File: config.mk
export PLATFORM = sky130hd
export DESIGN_NAME = tl_tx_fc_gate
export DESIGN_NICKNAME = d
export VERILOG_FILES = /design/src/rtl/tl_tx_fc_gate.sv
export SDC_FILE = /design/constraint.sdc
export NUM_CORES = 1
export LEC_CHECK = 0
export ABC_CLOCK_PERIOD_IN_PS = 19140
export CAP_MARGIN = 20
export CORE_AREA = 2 2 264 266
export DETAILED_ROUTE_END_ITERATION = 10
export DIE_AREA = 0 0 266 268
export DONT_BUFFER_PORTS = 1
export PLACE_DENSITY_LB_ADDON = 0.2
export SETUP_SLACK_MARGIN = 0.4
export SLEW_MARGIN = 20
export SYNTH_ARGS = -nofsm -noshare
export SYNTH_HDL_FRONTEND = slang
export SYNTH_SLANG_ARGS = --single-unit
File: constraint.sdc
create_clock -name sclk -period 19.14 [get_ports sclk]
set_input_delay 3.828 -clock sclk [delete_from_list [all_inputs] [get_ports sclk]]
set_output_delay 3.828 -clock sclk [all_outputs]
set_load 0.1 [all_outputs]
File: src/rtl/tl_tx_fc_gate.sv
// TL transmit flow-control gate: holds each TLP at its head beat until partner credits
// and retry-buffer space cover it, then forwards it beat-by-beat to the DLL write port.
module tl_tx_fc_gate #(
  parameter int PIPE_DATA_WIDTH = 256,
  parameter int RETRY_DEPTH_LG2 = 8,
  parameter int CREDIT_DEPTH    = 12
) (
  input  logic                       sclk,
  input  logic                       srst,
  input  logic                       tlp_valid_i,
  output logic                       tlp_ready_o,
  input  logic [PIPE_DATA_WIDTH-1:0] tlp_data_i,
  input  logic                       tlp_sop_i,
  input  logic                       tlp_eop_i,
  input  logic [1:0]                 tlp_type_i,
  input  logic [CREDIT_DEPTH-1:0]    tlp_dcred_i,
  input  logic [RETRY_DEPTH_LG2-1:0] tlp_len_dw_i,
  input  logic [RETRY_DEPTH_LG2-1:0] retry_left_dw_i,
  input  logic [CREDIT_DEPTH-1:0]    ep_cl_p_h_i,
  input  logic [CREDIT_DEPTH-1:0]    ep_cl_p_d_i,
  input  logic [CREDIT_DEPTH-1:0]    ep_cl_np_h_i,
  input  logic [CREDIT_DEPTH-1:0]    ep_cl_cpl_h_i,
  input  logic [CREDIT_DEPTH-1:0]    ep_cl_cpl_d_i,
  input  logic                       ep_cl_en_i,
  output logic [PIPE_DATA_WIDTH-1:0] tl2dll_data_o,
  output logic [2:0]                 tl2dll_en_o,
  output logic [CREDIT_DEPTH-1:0]    cc_p_h_o,
  output logic [CREDIT_DEPTH-1:0]    cc_p_d_o,
  output logic [CREDIT_DEPTH-1:0]    cc_np_h_o,
  output logic [CREDIT_DEPTH-1:0]    cc_np_d_o,
  output logic [CREDIT_DEPTH-1:0]    cc_cpl_h_o,
  output logic [CREDIT_DEPTH-1:0]    cc_cpl_d_o
);

  localparam logic [CREDIT_DEPTH-1:0] HALF = {1'b1, {(CREDIT_DEPTH-1){1'b0}}};
  localparam logic [CREDIT_DEPTH-1:0] ONE  = {{(CREDIT_DEPTH-1){1'b0}}, 1'b1};

  typedef enum logic [1:0] {FC_INIT, CHECK, XFER, DROP} state_t;

  state_t state_q, state_d;

  logic [CREDIT_DEPTH-1:0] cl_p_h_q, cl_p_d_q, cl_np_h_q, cl_cpl_h_q, cl_cpl_d_q;
  logic [CREDIT_DEPTH-1:0] cc_p_h_q, cc_p_d_q, cc_np_h_q, cc_cpl_h_q, cc_cpl_d_q;
  logic [CREDIT_DEPTH-1:0] cc_p_h_d, cc_p_d_d, cc_np_h_d, cc_cpl_h_d, cc_cpl_d_d;
  logic [PIPE_DATA_WIDTH-1:0] data_q, data_d;
  logic [2:0]                 en_q, en_d;
  logic                       head, pass;

  // Modular "enough credit" test: remaining headroom must not have gone negative.
  function automatic logic fits(input logic [CREDIT_DEPTH-1:0] cl, cc, req);
    logic [CREDIT_DEPTH-1:0] diff;
    diff = cl - (cc + req);
    return diff <= HALF;
  endfunction

  assign head = (state_q == CHECK) && tlp_valid_i && tlp_sop_i;

  always_comb begin
    pass = 1'b0;
    if (retry_left_dw_i >= tlp_len_dw_i) begin
      unique case (tlp_type_i)
        2'd0:    pass = fits(cl_p_h_q, cc_p_h_q, ONE) && fits(cl_p_d_q, cc_p_d_q, tlp_dcred_i);
        2'd1:    pass = fits(cl_np_h_q, cc_np_h_q, ONE);
        2'd2:    pass = fits(cl_cpl_h_q, cc_cpl_h_q, ONE) && fits(cl_cpl_d_q, cc_cpl_d_q, tlp_dcred_i);
        default: pass = 1'b0;
      endcase
    end
  end

  always_ff @(posedge sclk or posedge srst) begin
    if (srst) state_q <= FC_INIT;
    else      state_q <= state_d;
  end

  always_comb begin
    state_d = state_q;
    unique case (state_q)
      FC_INIT: if (ep_cl_en_i) state_d = CHECK;
      CHECK: begin
        if (head) begin
          if (tlp_type_i == 2'd3) begin
            if (!tlp_eop_i) state_d = DROP;
          end else if (pass) begin
            state_d = XFER;
          end
        end
      end
      XFER:    if (tlp_valid_i && tlp_eop_i) state_d = CHECK;
      DROP:    if (tlp_valid_i && tlp_eop_i) state_d = CHECK;
      default: state_d = FC_INIT;
    endcase
  end

  // In CHECK only stray non-sop beats and illegal-type heads are consumed.
  always_comb begin
    tlp_ready_o = 1'b0;
    unique case (state_q)
      CHECK:      tlp_ready_o = tlp_valid_i && (!tlp_sop_i || tlp_type_i == 2'd3);
      XFER, DROP: tlp_ready_o = 1'b1;
      default:    tlp_ready_o = 1'b0;
    endcase
  end

  always_comb begin
    cc_p_h_d   = cc_p_h_q;
    cc_p_d_d   = cc_p_d_q;
    cc_np_h_d  = cc_np_h_q;
    cc_cpl_h_d = cc_cpl_h_q;
    cc_cpl_d_d = cc_cpl_d_q;
    if (head && pass) begin
      unique case (tlp_type_i)
        2'd0: begin
          cc_p_h_d = cc_p_h_q + ONE;
          cc_p_d_d = cc_p_d_q + tlp_dcred_i;
        end
        2'd1: cc_np_h_d = cc_np_h_q + ONE;
        2'd2: begin
          cc_cpl_h_d = cc_cpl_h_q + ONE;
          cc_cpl_d_d = cc_cpl_d_q + tlp_dcred_i;
        end
        default: ;
      endcase
    end
    en_d   = '0;
    data_d = data_q;
    if (state_q == XFER && tlp_valid_i) begin
      en_d   = {tlp_eop_i, tlp_sop_i, 1'b1};
      data_d = tlp_data_i;
    end
  end

  always_ff @(posedge sclk or posedge srst) begin
    if (srst) begin
      cl_p_h_q   <= '0;
      cl_p_d_q   <= '0;
      cl_np_h_q  <= '0;
      cl_cpl_h_q <= '0;
      cl_cpl_d_q <= '0;
      cc_p_h_q   <= '0;
      cc_p_d_q   <= '0;
      cc_np_h_q  <= '0;
      cc_cpl_h_q <= '0;
      cc_cpl_d_q <= '0;
      data_q     <= '0;
      en_q       <= '0;
    end else begin
      if (ep_cl_en_i) begin
        cl_p_h_q   <= ep_cl_p_h_i;
        cl_p_d_q   <= ep_cl_p_d_i;
        cl_np_h_q  <= ep_cl_np_h_i;
        cl_cpl_h_q <= ep_cl_cpl_h_i;
        cl_cpl_d_q <= ep_cl_cpl_d_i;
      end
      cc_p_h_q   <= cc_p_h_d;
      cc_p_d_q   <= cc_p_d_d;
      cc_np_h_q  <= cc_np_h_d;
      cc_cpl_h_q <= cc_cpl_h_d;
      cc_cpl_d_q <= cc_cpl_d_d;
      data_q     <= data_d;
      en_q       <= en_d;
    end
  end

  assign tl2dll_data_o = data_q;
  assign tl2dll_en_o   = en_q;
  assign cc_p_h_o      = cc_p_h_q;
  assign cc_p_d_o      = cc_p_d_q;
  assign cc_np_h_o     = cc_np_h_q;
  assign cc_np_d_o     = '0;
  assign cc_cpl_h_o    = cc_cpl_h_q;
  assign cc_cpl_d_o    = cc_cpl_d_q;

endmodule
Word-level counts from Yosys, hierarchy flattened
Index checks and enable logic that the tools add are counted.
{"block": "classes", "n_addsub": 10, "mux": 11, "reduce_logical": 17, "n_lt_le_gt_ge": 6, "n_eq_ne": 11}
{"operator": "$le 12x12->1 const B", "n": 5}
{"operator": "$sub 12x12->12", "n": 5}
{"operator": "$add 12x1->12 const B", "n": 3}
{"operator": "$add 12x12->12", "n": 2}
{"operator": "$mux 2", "n": 6}
{"operator": "$eq 2x2->1 const B", "n": 4}
{"operator": "$ge 8x8->1", "n": 1}
{"operator": "$logic_and 1x1->1", "n": 8}
{"operator": "$pmux 2 s3", "n": 1}
{"operator": "$reduce_and 2->1", "n": 3}
{"operator": "$reduce_and 5->1", "n": 1}
{"operator": "$eq 2x1->1 const B", "n": 2}
{"operator": "$logic_not 2->1", "n": 2}
{"operator": "$ne 2x2->1 const B", "n": 2}
{"operator": "$mux 3", "n": 1}
{"operator": "$ne 3x2->1 const B", "n": 1}
{"operator": "$ne 3x3->1 const B", "n": 1}
{"operator": "$pmux 1 s3", "n": 1}
{"operator": "$ne 2x1->1 const B", "n": 1}
{"operator": "$pmux 1 s2", "n": 1}
{"operator": "$reduce_or 2->1", "n": 1}
{"operator": "$logic_not 1->1", "n": 1}
{"operator": "$logic_or 1x1->1", "n": 1}
{"operator": "$mux 1", "n": 1}
{"block": "word_totals", "reg_bits": 381, "wordCells": 68}

Longest topological paths before layout
Gate-level depths: netlist of the first run.
{"block": "depth", "word_depth": 10, "depth_mapped": 21}

Least setup slack after synthesis of the first run
No wires, ideal clock.
{"block": "synth_timing", "path_kind": "input to output", "from": "in tlp_type_i[1]", "to": "out tlp_ready_o", "t_required_ns": 15.312, "setup_slack_ns": 10.851, "stages": 3, "t_arrival_ns": 4.461, "path_buffers": 0, "path_cell_list": "nand2_1 -> nand2_1 -> a31o_2"}
{"block": "synth_via", "elab_chain_cells": 4}
{"element": "from (decl)", "line_no": "15", "rtl": "input logic [1:0] tlp_type_i,"}
{"element": "$eq 2x2->1", "line_no": "98", "rtl": "CHECK: tlp_ready_o = tlp_valid_i && (!tlp_sop_i || tlp_type_i == 2'd3);"}
{"element": "$logic_or 1x1->1", "line_no": "98"}
{"element": "$logic_and 1x1->1", "line_no": "98"}
{"element": "$pmux 1 s2", "line_no": "97", "rtl": "unique case (state_q)"}
{"element": "to (decl)", "line_no": "11", "rtl": "output logic tlp_ready_o,"}
Every way passes these cells.

Worst setup path after layout of the first run
Ends and elaborated chain as after synthesis.

==> run summary, run 1 <==
max-slew violations: 0
vias in the first global route: 14.19k
dominant cells by area after synthesis: dfrtp_1 50%, nand2_1 16%, ha_1 5.8%, mux2_2 3.8%, xnor2_1 3.3%
min cycle time layout: 8.423 ns
origin of the critical flop-to-flop path: cc_p_d_o[0]
Period Utilization, post-route: 44.01%
effective utilization at floorplan: 27.76%
post-cts resize count: 0
R2R Setup Slk: 13.41 ns
Avg WL per Cell: 20.68 um
hold depth: 1
clock buffer depth: 3
clock root buffer: clkbuf_16
CTS hold repair buffers: 0
Residual DRC: 0
TritonCTS clock tree: yes
first-pass GRT wire length: 89450 um
Post-Place Cells: 2877
Peak supply drop: 0.06851 mV
full die area: 71290 sq um
hpwl dp: 46700 um
register area share after synthesis: 50.34%
skew final: 0.01865 ns
CTS Sinks: 381
layout cells sized above 1: 8.409%
GRT Residual Overflow: 0
fillcell total: 7118
Async SR Flop Fraction: 100.0%
largest net degree at the start of global routing: 117
critical path launch point type: input pin
EDFF count, synth: 0
Clk pin slew, worst setup/hold paths: 0.06 ns
Final TNS setup: 0 ns
share of the synthesized area in the top cell type: 50.34%
Yosys top cell by area: dfrtp_1
Starting DRT DRC Count: 891
routed vias/inst: 4.827
Final #Nets: 2492
die width: 266 um
r2r endpoint: cc_p_h_o[10]
Slew headroom: 23.36%
mean area per synthesized cell: 9.202 sq um
Register-to-Register Path Depth: 21
postcts setup bufs: 0
Finished Layout Cells: 2970
# port buffers: 0
CP Capture Type: primary output
synth warn: 0
top post-synthesis cells by count: 815 x nand2_1, 381 x dfrtp_1, 88 x ha_1
initial antenna violation count: 21
Post-synth top flop: dfrtp_1
area grow syn2layout: 12.84%
via count: 14.34k
status: completed
Worst EP required: 15.31 ns
Core Box Area: 68230 sq um
Max-Cap Viols: 0
Routed Wire Length: 61420 um
Critical Path End: tlp_ready_o
Hold WC Path Type: reg2reg
gr usage total: 16.37%
final hold vios: 0
# H-tree levels: 2
CP Data Arrival Time: 4.60 ns
RSZ-0062 raised after global routing: no
critical path type: in2out
number of CTS-inserted buffers: 47
Pwr Density: 139.2 nW/um^2
Clk Latency, worst-skew pair: 0.59 ns
#FFs+latches synth: 381
Yosys cell types: 67
endpoints failing setup: 0
static leakage: 10.67 nW
Die Ht: 268 um
Antenna Nets Post-Route: 0
Slew @ Worst Pin: 1.150 ns
Mapped Cells: 2058
Placer Congestion: 0.8374
crit-path max FO: 5
Worst setup startpoint: tlp_type_i[1]
site row count: 96
count leader, synth: nand2_1
DRT Pass-1 Iters: 5
Fmax: 118.7 MHz
synthesized area: 18940 sq um
IO Pins: 684
[registers in the layout, indices dropped and copies added (netlist names)]
name           cells
state_q            2
cc_p_d_o          12
cl_cpl_h_q        12
cl_np_h_q         12
cl_cpl_d_q        12
cc_p_h_o          12
cc_np_h_o         12
tl2dll_en_o        3
cl_p_d_q          12
tl2dll_data_o    256
cc_cpl_d_o        12
cc_cpl_h_o        12
cl_p_h_q          12
[through the flow]
stage / cell area, sq um / util [%] / total power, mW / hold slack (ns) / setup WS, ns
4_1_cts: 21340 / 31.27 / 3.009 / 0.5197 / 10.71
3_5_place_dp: 19820 / 29.05 / 2.108 / 0.5062 / 10.63
5_1_grt: 21360 / 31.31 / 3.127 / 0.5353 / 10.70
2_1_floorplan: 18980 / - / 1.944 / 0.4875 / 4.726
6_report: 21370 / 31.32 / 2.974 / 0.5134 / 10.72
3_3_place_gp: 19820 / 29.05 / 2.099 / 0.5044 / 10.71
[where the power goes]
group	total (mW)	switching [mW]	internal, mW
logic	0.591	0.350	0.241
registers	1.50	0.627	0.877
clock network	0.879	0.366	0.513
[how the worst min path moves through the flow]
stage	from	end
final	cl_p_h_q[7]	cl_p_h_q[7]
after global routing	cl_p_h_q[7]	cl_p_h_q[7]
after CTS	cl_p_h_q[10]	cl_p_h_q[10]
after detailed placement	cl_p_h_q[7]	cl_p_h_q[7]
after global placement	cl_p_h_q[10]	cl_p_h_q[10]
after floorplan	cl_cpl_d_q[10]	cl_cpl_d_q[10]
[metal layers]
metal  track usage, %  vias up  wire length [um]
met4            5.982       22              1853
met1            20.01     6878             24550
met2            26.16      594             29090
met5                0        -               128
met3            6.414      116              5794
li1                 -     6727                 -
[cell usage in the layout (no fill, tap or decap), drive strengths merged, types with 40 or more instances in the layout]
cell    instances
inv            69
ha             88
a21oi          52
clkbuf         65
nand2         816
mux2           64
xor2           40
dfrtp         381
o21ai          48
xnor2          71
nor2           54
[cell families (layout without fill, tap and decap cells)]
logic type               count (synthesis)  count (layout)  synth area share (%)
AND/OR/NAND/NOR                       1012            1012                 21.87
flip-flops                             381             381                 50.34
AO/OA/AOI/OAI                          224             224                 8.067
buffers and inverters                  156             168                 3.468
XOR/XNOR                               111             111                 5.133
adder cells (fa/ha/maj)                 95              95                 6.554
multiplexers                            78              78                 4.545
other                                    1              19               0.01980
[final cells by class]
type | count | area (sq um) | share of cell area, %
clock buffers | 65 | 1324 | 6.195
inverters | 67 | 266.5 | 1.247
flip-flops and latches | 381 | 9535 | 44.62
diodes | 7 | 17.52 | 0.08197
multi-input cells | 1532 | 8801 | 41.19
repair buffers | 16 | 127.6 | 0.5972
clock inverters | 20 | 193.9 | 0.9075
well taps | 882 | 1104 | 5.164
[worst max-delay path: stages]
cell	delay, ns
nand2_1	0.12
nand2_1	0.10
a31o_2	0.54
No activity file was read; power rests on OpenSTA's default activity.
==> inputs of run 2 (changes only) <==
--- a/config.mk
+++ b/config.mk
@@ -5,11 +5,11 @@
 export SDC_FILE = /design/constraint.sdc
 export NUM_CORES = 1
 export LEC_CHECK = 0
-export ABC_CLOCK_PERIOD_IN_PS = 19140
+export ABC_CLOCK_PERIOD_IN_PS = 7300
 export CAP_MARGIN = 20
-export CORE_AREA = 2 2 264 266
+export CORE_AREA = 2 2 269 271
 export DETAILED_ROUTE_END_ITERATION = 10
-export DIE_AREA = 0 0 266 268
+export DIE_AREA = 0 0 271 273
 export DONT_BUFFER_PORTS = 1
 export PLACE_DENSITY_LB_ADDON = 0.2
 export SETUP_SLACK_MARGIN = 0.4
==> constraint.sdc (replaced) <==
create_clock -name sclk -period 7.3 [get_ports sclk]
set_input_delay 1.46 -clock sclk [delete_from_list [all_inputs] [get_ports sclk]]
set_output_delay 1.46 -clock sclk [all_outputs]
set_load 0.1 [all_outputs]
==> run 2 against run 1 <==
Against the previous run: design area increased by 1.1%; global-route usage hardly changed; die area increased by 3.8%; largest power group unchanged; register-to-register slack got worse by 12 ns; clock power rose to 2.8 times the previous value; sequential cell count is the same; critical path type is now reg2reg; sequential power increased to 2.6 times the previous value; worst setup slack got worse by 9.2 ns; largest cell class unchanged.
==> run summary, run 2 (synthesis gave the netlist of run 1 again) <==
Routed Wire Length: 63040 um (was 61420 um)
most frequent cells in the layout: 815 x nand2_1, 381 x dfrtp_1, 88 x ha_1, 71 x xnor2_1, 65 x inv_1 (was 815 x nand2_1, 380 x dfrtp_1, 88 x ha_1, 71 x xnor2_1, 65 x inv_1)
area grow syn2layout: 14.06% (was 12.84%)
vias in the first global route: 14.44k (was 14.19k)
pre-CTS worst setup slack: 1.093 ns (was 10.63 ns)
Clk pin slew, worst setup/hold paths: 0.05 ns (was 0.06 ns)
postcts setup bufs: 0 (unchanged)
origin of the critical flop-to-flop path: cc_p_d_o[0] (unchanged)
crit-path cells: ha_1 > fa_1 > a21o_1 > a21oi_1 > o21bai_1 > a21oi_1 > o21bai_1 > a21oi_1 > mux2i_1 > nor2_1 > ha_1 > nand2b_1 > nand3b_1 > a211oi_1 > nand4_1 > nor3_1 > nand4_1 > a2111oi_4 > buf_4 > nand4_1 > xnor2_1 (was nand2_1 > nand2_1 > a31o_2)
Max-Cap Viols: 0 (unchanged)
routed vias/inst: 4.710 (was 4.827)
post-detailed-placement cell area: 20000 sq um (was 19820 sq um)
Slew @ Worst Pin: 1.180 ns (was 1.150 ns)
IO Pins: 684 (unchanged)
RSZ-0062 raised after global routing: no (unchanged)
Hold WC Path Type: reg2reg (unchanged)
# port buffers: 0 (unchanged)
Worst Path Buf+Inv: 1 (was 0)
via count: 14.30k (was 14.34k)
Final #Nets: 2494 (was 2492)
min cycle time layout: 5.761 ns
initial antenna violation count: 20 (was 21)
full die area: 73980 sq um (was 71290 sq um)
DRT Pass-1 Iters: 5 (unchanged)
CP Data Arrival Time: 6.18 ns (was 4.60 ns)
TritonCTS clock tree: yes (unchanged)
GRT Residual Overflow: 0 (unchanged)
CTS hold repair buffers: 0 (unchanged)
die width: 271 um (was 266 um)
Power, Total: 7.919 mW (was 2.974 mW)
clock root buffer: clkbuf_16 (unchanged)
Slew headroom: 21.36% (was 23.36%)
setup ws final: 1.539 ns (was 10.72 ns)
critical path type: reg2reg (was in2out)
Starting DRT DRC Count: 916 (was 891)
layout cells sized above 1: 8.501% (was 8.409%)
effective utilization at floorplan: 26.68% (was 27.76%)
max reg flops: 256 (unchanged)
largest net degree at the start of global routing: 234 (was 117)
first-pass GRT wire length: 92450 um (was 89450 um)
max-slew violations: 0 (unchanged)
Core Box Area: 71000 sq um (was 68230 sq um)
Pwr Density: 366.6 nW/um^2 (was 139.2 nW/um^2)
Period Utilization, post-route: 78.92%
Antenna Nets Post-Route: 0 (unchanged)
final core occ: 30.43% (was 31.32%)
Worst setup startpoint: cc_p_d_o[0] (was tlp_type_i[1])
Peak supply drop: 0.2083 mV (was 0.06851 mV)
critical path launch point type: register (was input pin)
CTS Sinks: 381 (unchanged)
number of CTS-inserted buffers: 46 (was 47)
clock buffer depth: 3 (unchanged)
Hold Startpoint: cl_p_d_q[4] (was cl_p_h_q[7])
CP Capture Type: register (was primary output)
Final TNS setup: 0 ns (unchanged)
Clk Latency, worst-skew pair: 0.58 ns (was 0.59 ns)
family with the most delay on the worst path: compound AO/OA/AOI/OAI gates (unchanged)
status: completed (unchanged)
CP peak stage delay: 0.77 ns (was 0.54 ns)
Avg WL per Cell: 20.77 um (was 20.68 um)
crit-path max FO: 26 (was 5)
Die Ht: 273 um (was 268 um)
post-cts resize count: 0 (unchanged)
Residual DRC: 0 (unchanged)
site row count: 98 (was 96)
Worst EP required: 7.72 ns (was 15.31 ns)
hpwl dp: 48110 um (was 46700 um)
static leakage: 10.72 nW (was 10.67 nW)
Placer Congestion: 0.8609 (was 0.8374)
skew final: 0.02160 ns (was 0.01865 ns)
gr usage total: 16.34% (was 16.37%)
# H-tree levels: 2 (unchanged)
critical path's slowest cell: dfrtp_1 (was a31o_2)
final instance area: 21600 sq um (was 21370 sq um)
final hold vios: 0 (unchanged)
most common cell after layout, fill and taps aside: nand2_1 (unchanged)
Fmax: 173.6 MHz
endpoints failing setup: 0 (unchanged)
## run 2: cell types whose count changed in the layout (fill, tap and decap cells not counted), sizes merged
cell	delta
clkbuf	-2
diode	-4
buf	+3
bufinv	+3
clkinvlp	+3
clkinv	-6
## run 2: layout make-up
cell class / count / area, sq um
clock inverters: 20 / 266.5
fillers: 7388 / 49390
repair buffers: 19 / 214.0
inverters: 67 / 262.8
flip-flops and latches: 381 / 9534
well taps: 950 / 1189
clock buffers: 63 / 1326
diodes: 3 / 7.507
multi-input cells: 1532 / 8801
## run 2: metrics by stage
| step | hold WS (ns) | instances |
|---|---|---|
| after global placement | 0.5086 | 2947 |
| after detailed placement | 0.5151 | 2949 |
| after CTS | 0.5293 | 3032 |
| after floorplan | 0.4875 | 2069 |
| final | 0.5234 | 3035 |
| after global routing | 0.5436 | 3033 |
## run 2: worst reg2reg max path: stages (launching register included)
cell       delay (ns)
dfrtp_1          0.77
ha_1             0.45
fa_1             0.42
a21o_1           0.18
a21oi_1          0.22
o21bai_1         0.09
a21oi_1          0.22
o21bai_1         0.11
a21oi_1          0.28
mux2i_1          0.25
nor2_1           0.08
ha_1             0.37
nand2b_1         0.13
nand3b_1         0.07
a211oi_1         0.28
nand4_1          0.15
nor3_1           0.21
nand4_1          0.23
a2111oi_4        0.34
buf_4            0.40
nand4_1          0.18
xnor2_1          0.20
## run 2: where the power goes
part / switching, mW / total (mW) / internal, mW / leakage (nW)
sequential: 1.56 / 3.86 / 2.30 / 5.09
clock: 0.963 / 2.42 / 1.45 / 0.778
combinational: 0.999 / 1.64 / 0.642 / 4.85
total: 3.52 / 7.92 / 4.39 / 10.7
## run 2: metal layers
| layer | global-route usage, % | wire (um) | vias to the layer above |
|---|---|---|---|
| met5 | 0 | 152 | - |
| met4 | 4.623 | 1524 | 24 |
| met3 | 6.010 | 5640 | 120 |
| met2 | 27.44 | 30570 | 531 |
| met1 | 19.61 | 25150 | 6904 |
| li1 | - | - | 6717 |
## run 2: final timing paths
check                                      to  slack, ns  cells after the start
min reg2reg                       cl_p_d_q[4]       0.52                      1
max                               cc_p_h_o[6]       1.54                     21
max reg2reg                       cc_p_h_o[6]       1.54                     21
min                               cl_p_d_q[4]       0.52                      1
min in group asynchronous  tl2dll_data_o[245]       0.87                      1
max in group asynchronous  tl2dll_data_o[193]       4.83                      3
==> edit: new RTL, config.mk and constraints of run 1 <==
The parameter `CREDIT_DEPTH` goes from 12 to 18.
--- a/src/rtl/tl_tx_fc_gate.sv
+++ b/src/rtl/tl_tx_fc_gate.sv
@@ -5,3 +5,3 @@
   parameter int RETRY_DEPTH_LG2 = 8,
-  parameter int CREDIT_DEPTH    = 12
+  parameter int CREDIT_DEPTH    = 18
 ) (
Interface: changed (12 resized); port bits go from 684 to 756. No check against the original RTL was run, so the function may have changed too.
==> edit against run 1 <==
- sequential cell count rose by 60
- count of clock-buffer cells in the layout grew 7
- final cell count increased by 3.1%
- setup slack worse by 0.68 ns
- synthesized cell count grew 2.9%
- critical path depth up 23
- synthesized area up 28%
- global-route usage is 7.7 points higher
- total power increased by 61%
- cell area grew 27%
- wire length up 44%
- critical path type is now in2reg
- largest cell class is now multi-input gates
==> edit: results (changes against run 1) <==
Cells and area
  • Final net count: 2648 (was 2492)
  • Fin cells: 3062 (was 2970)
  • Share of post-route cells with drive strength above 1: 0.227 (was 0.0841)
  • Fill cells: 6606 (was 7118)

Clocking
  • CTS Buf Count: 52 (was 47)

Synthesis
  • Synth unique cells: 85 (was 67)
  • Avg Cell Area, Syn: 11.4 µm² (was 9.20 µm²)
  • Seq/Total Area, Yosys: 0.456 (was 0.503)

Global route
  • Vias in the first global route: 16900 (was 14200)
  • Initial antenna violation count: 66 (was 21)
  • GRT Overall Usage: 0.241 (was 0.164)
  • Largest net degree at the start of global routing: 157 (was 117)

Worst setup path
  • Crit path DAT: 9.58 ns (was 4.60 ns)
  • Slowest stage delay, CP: 0.39 ns (was 0.54 ns)
  • Slowest CP cell: o21ai_0 (was a31o_2)

Run status
  • Status: finished clean (unchanged)

Detailed routing
  • Initial drt markers: 1131 (was 891)
  • Avg Vias per Cell: 5.57 (was 4.83)
  • Total Wirelength: 88700 µm (was 61400 µm)

Place
  • Placed cell area: 25200 µm² (was 19800 µm²)
  • Detailed Place HPWL: 71300 µm (was 46700 µm)
  • Placed insts: 2950 (was 2877)
  • RD Place Congestion: 0.927 (was 0.837)

Timing
  • Rel. slew slack: 0.197 (was 0.234)

Pwr
  • Pwr per Cell Area: 178 nW/µm² (was 139 nW/µm²)
[edit: cell count changes after synthesis, sizes merged, moves of 40 or more]
cell   change
nand2    -737
dfrtp     +60
inv       +42
mux2     +282
a21oi     +40
ha        +42
[edit: power breakdown]
group	switching (µW)	internal, µW
Clock	421	615
Combinational	610	458
Sequential	1590	1110
[edit: area by class of cell]
class / count / share of cell area
Tap cell: 882 / 0.0408
Multi-Input combinational cell: 1492 / 0.459
Antenna cell: 19 / 0.00176
Clock buffer: 72 / 0.0554
Inverter: 109 / 0.0154
Timing Repair Buffer: 27 / 0.00916
Clock inverter: 20 / 0.00995
Sequential cell: 441 / 0.408
[edit: worst paths after layout]
path,cells after the start,slack [ns],start,endpoint
max reg2reg,26,12.06,cc_cpl_d_o[0],cc_p_d_o[0]
max,26,10.04,tlp_dcred_i[0],cc_p_d_o[0]
max in group asynchronous,3,13.82,srst,tl2dll_data_o[184]
min in group asynchronous,1,3.25,srst,tl2dll_data_o[24]
min reg2reg,1,0.52,tl2dll_data_o[91],tl2dll_data_o[91]
min,1,0.52,tl2dll_data_o[91],tl2dll_data_o[91]
[edit: metal layers]
layer	GRT usage	routed length, µm	up-vias
met2	0.394	41500	703
met1	0.289	34300	8493
met4	0.0534	2260	28
li1	-	-	7664
met3	0.112	10500	181
met5	0	183	-
[edit: logic make-up (layout without fill, tap and decap cells)]
logic type | Yosys count | count (layout) | share of synthesized area
adders and majority gates | 137 | 137 | 0.0729
AOI/OAI and AO/OA | 352 | 352 | 0.0968
other | 1 | 37 | 0.000155
and+or+nand+nor | 432 | 432 | 0.0999
muxes | 392 | 392 | 0.180
DFF | 441 | 441 | 0.456
buffers and inverters | 201 | 228 | 0.0354
xor gates and xnor gates | 161 | 161 | 0.0588
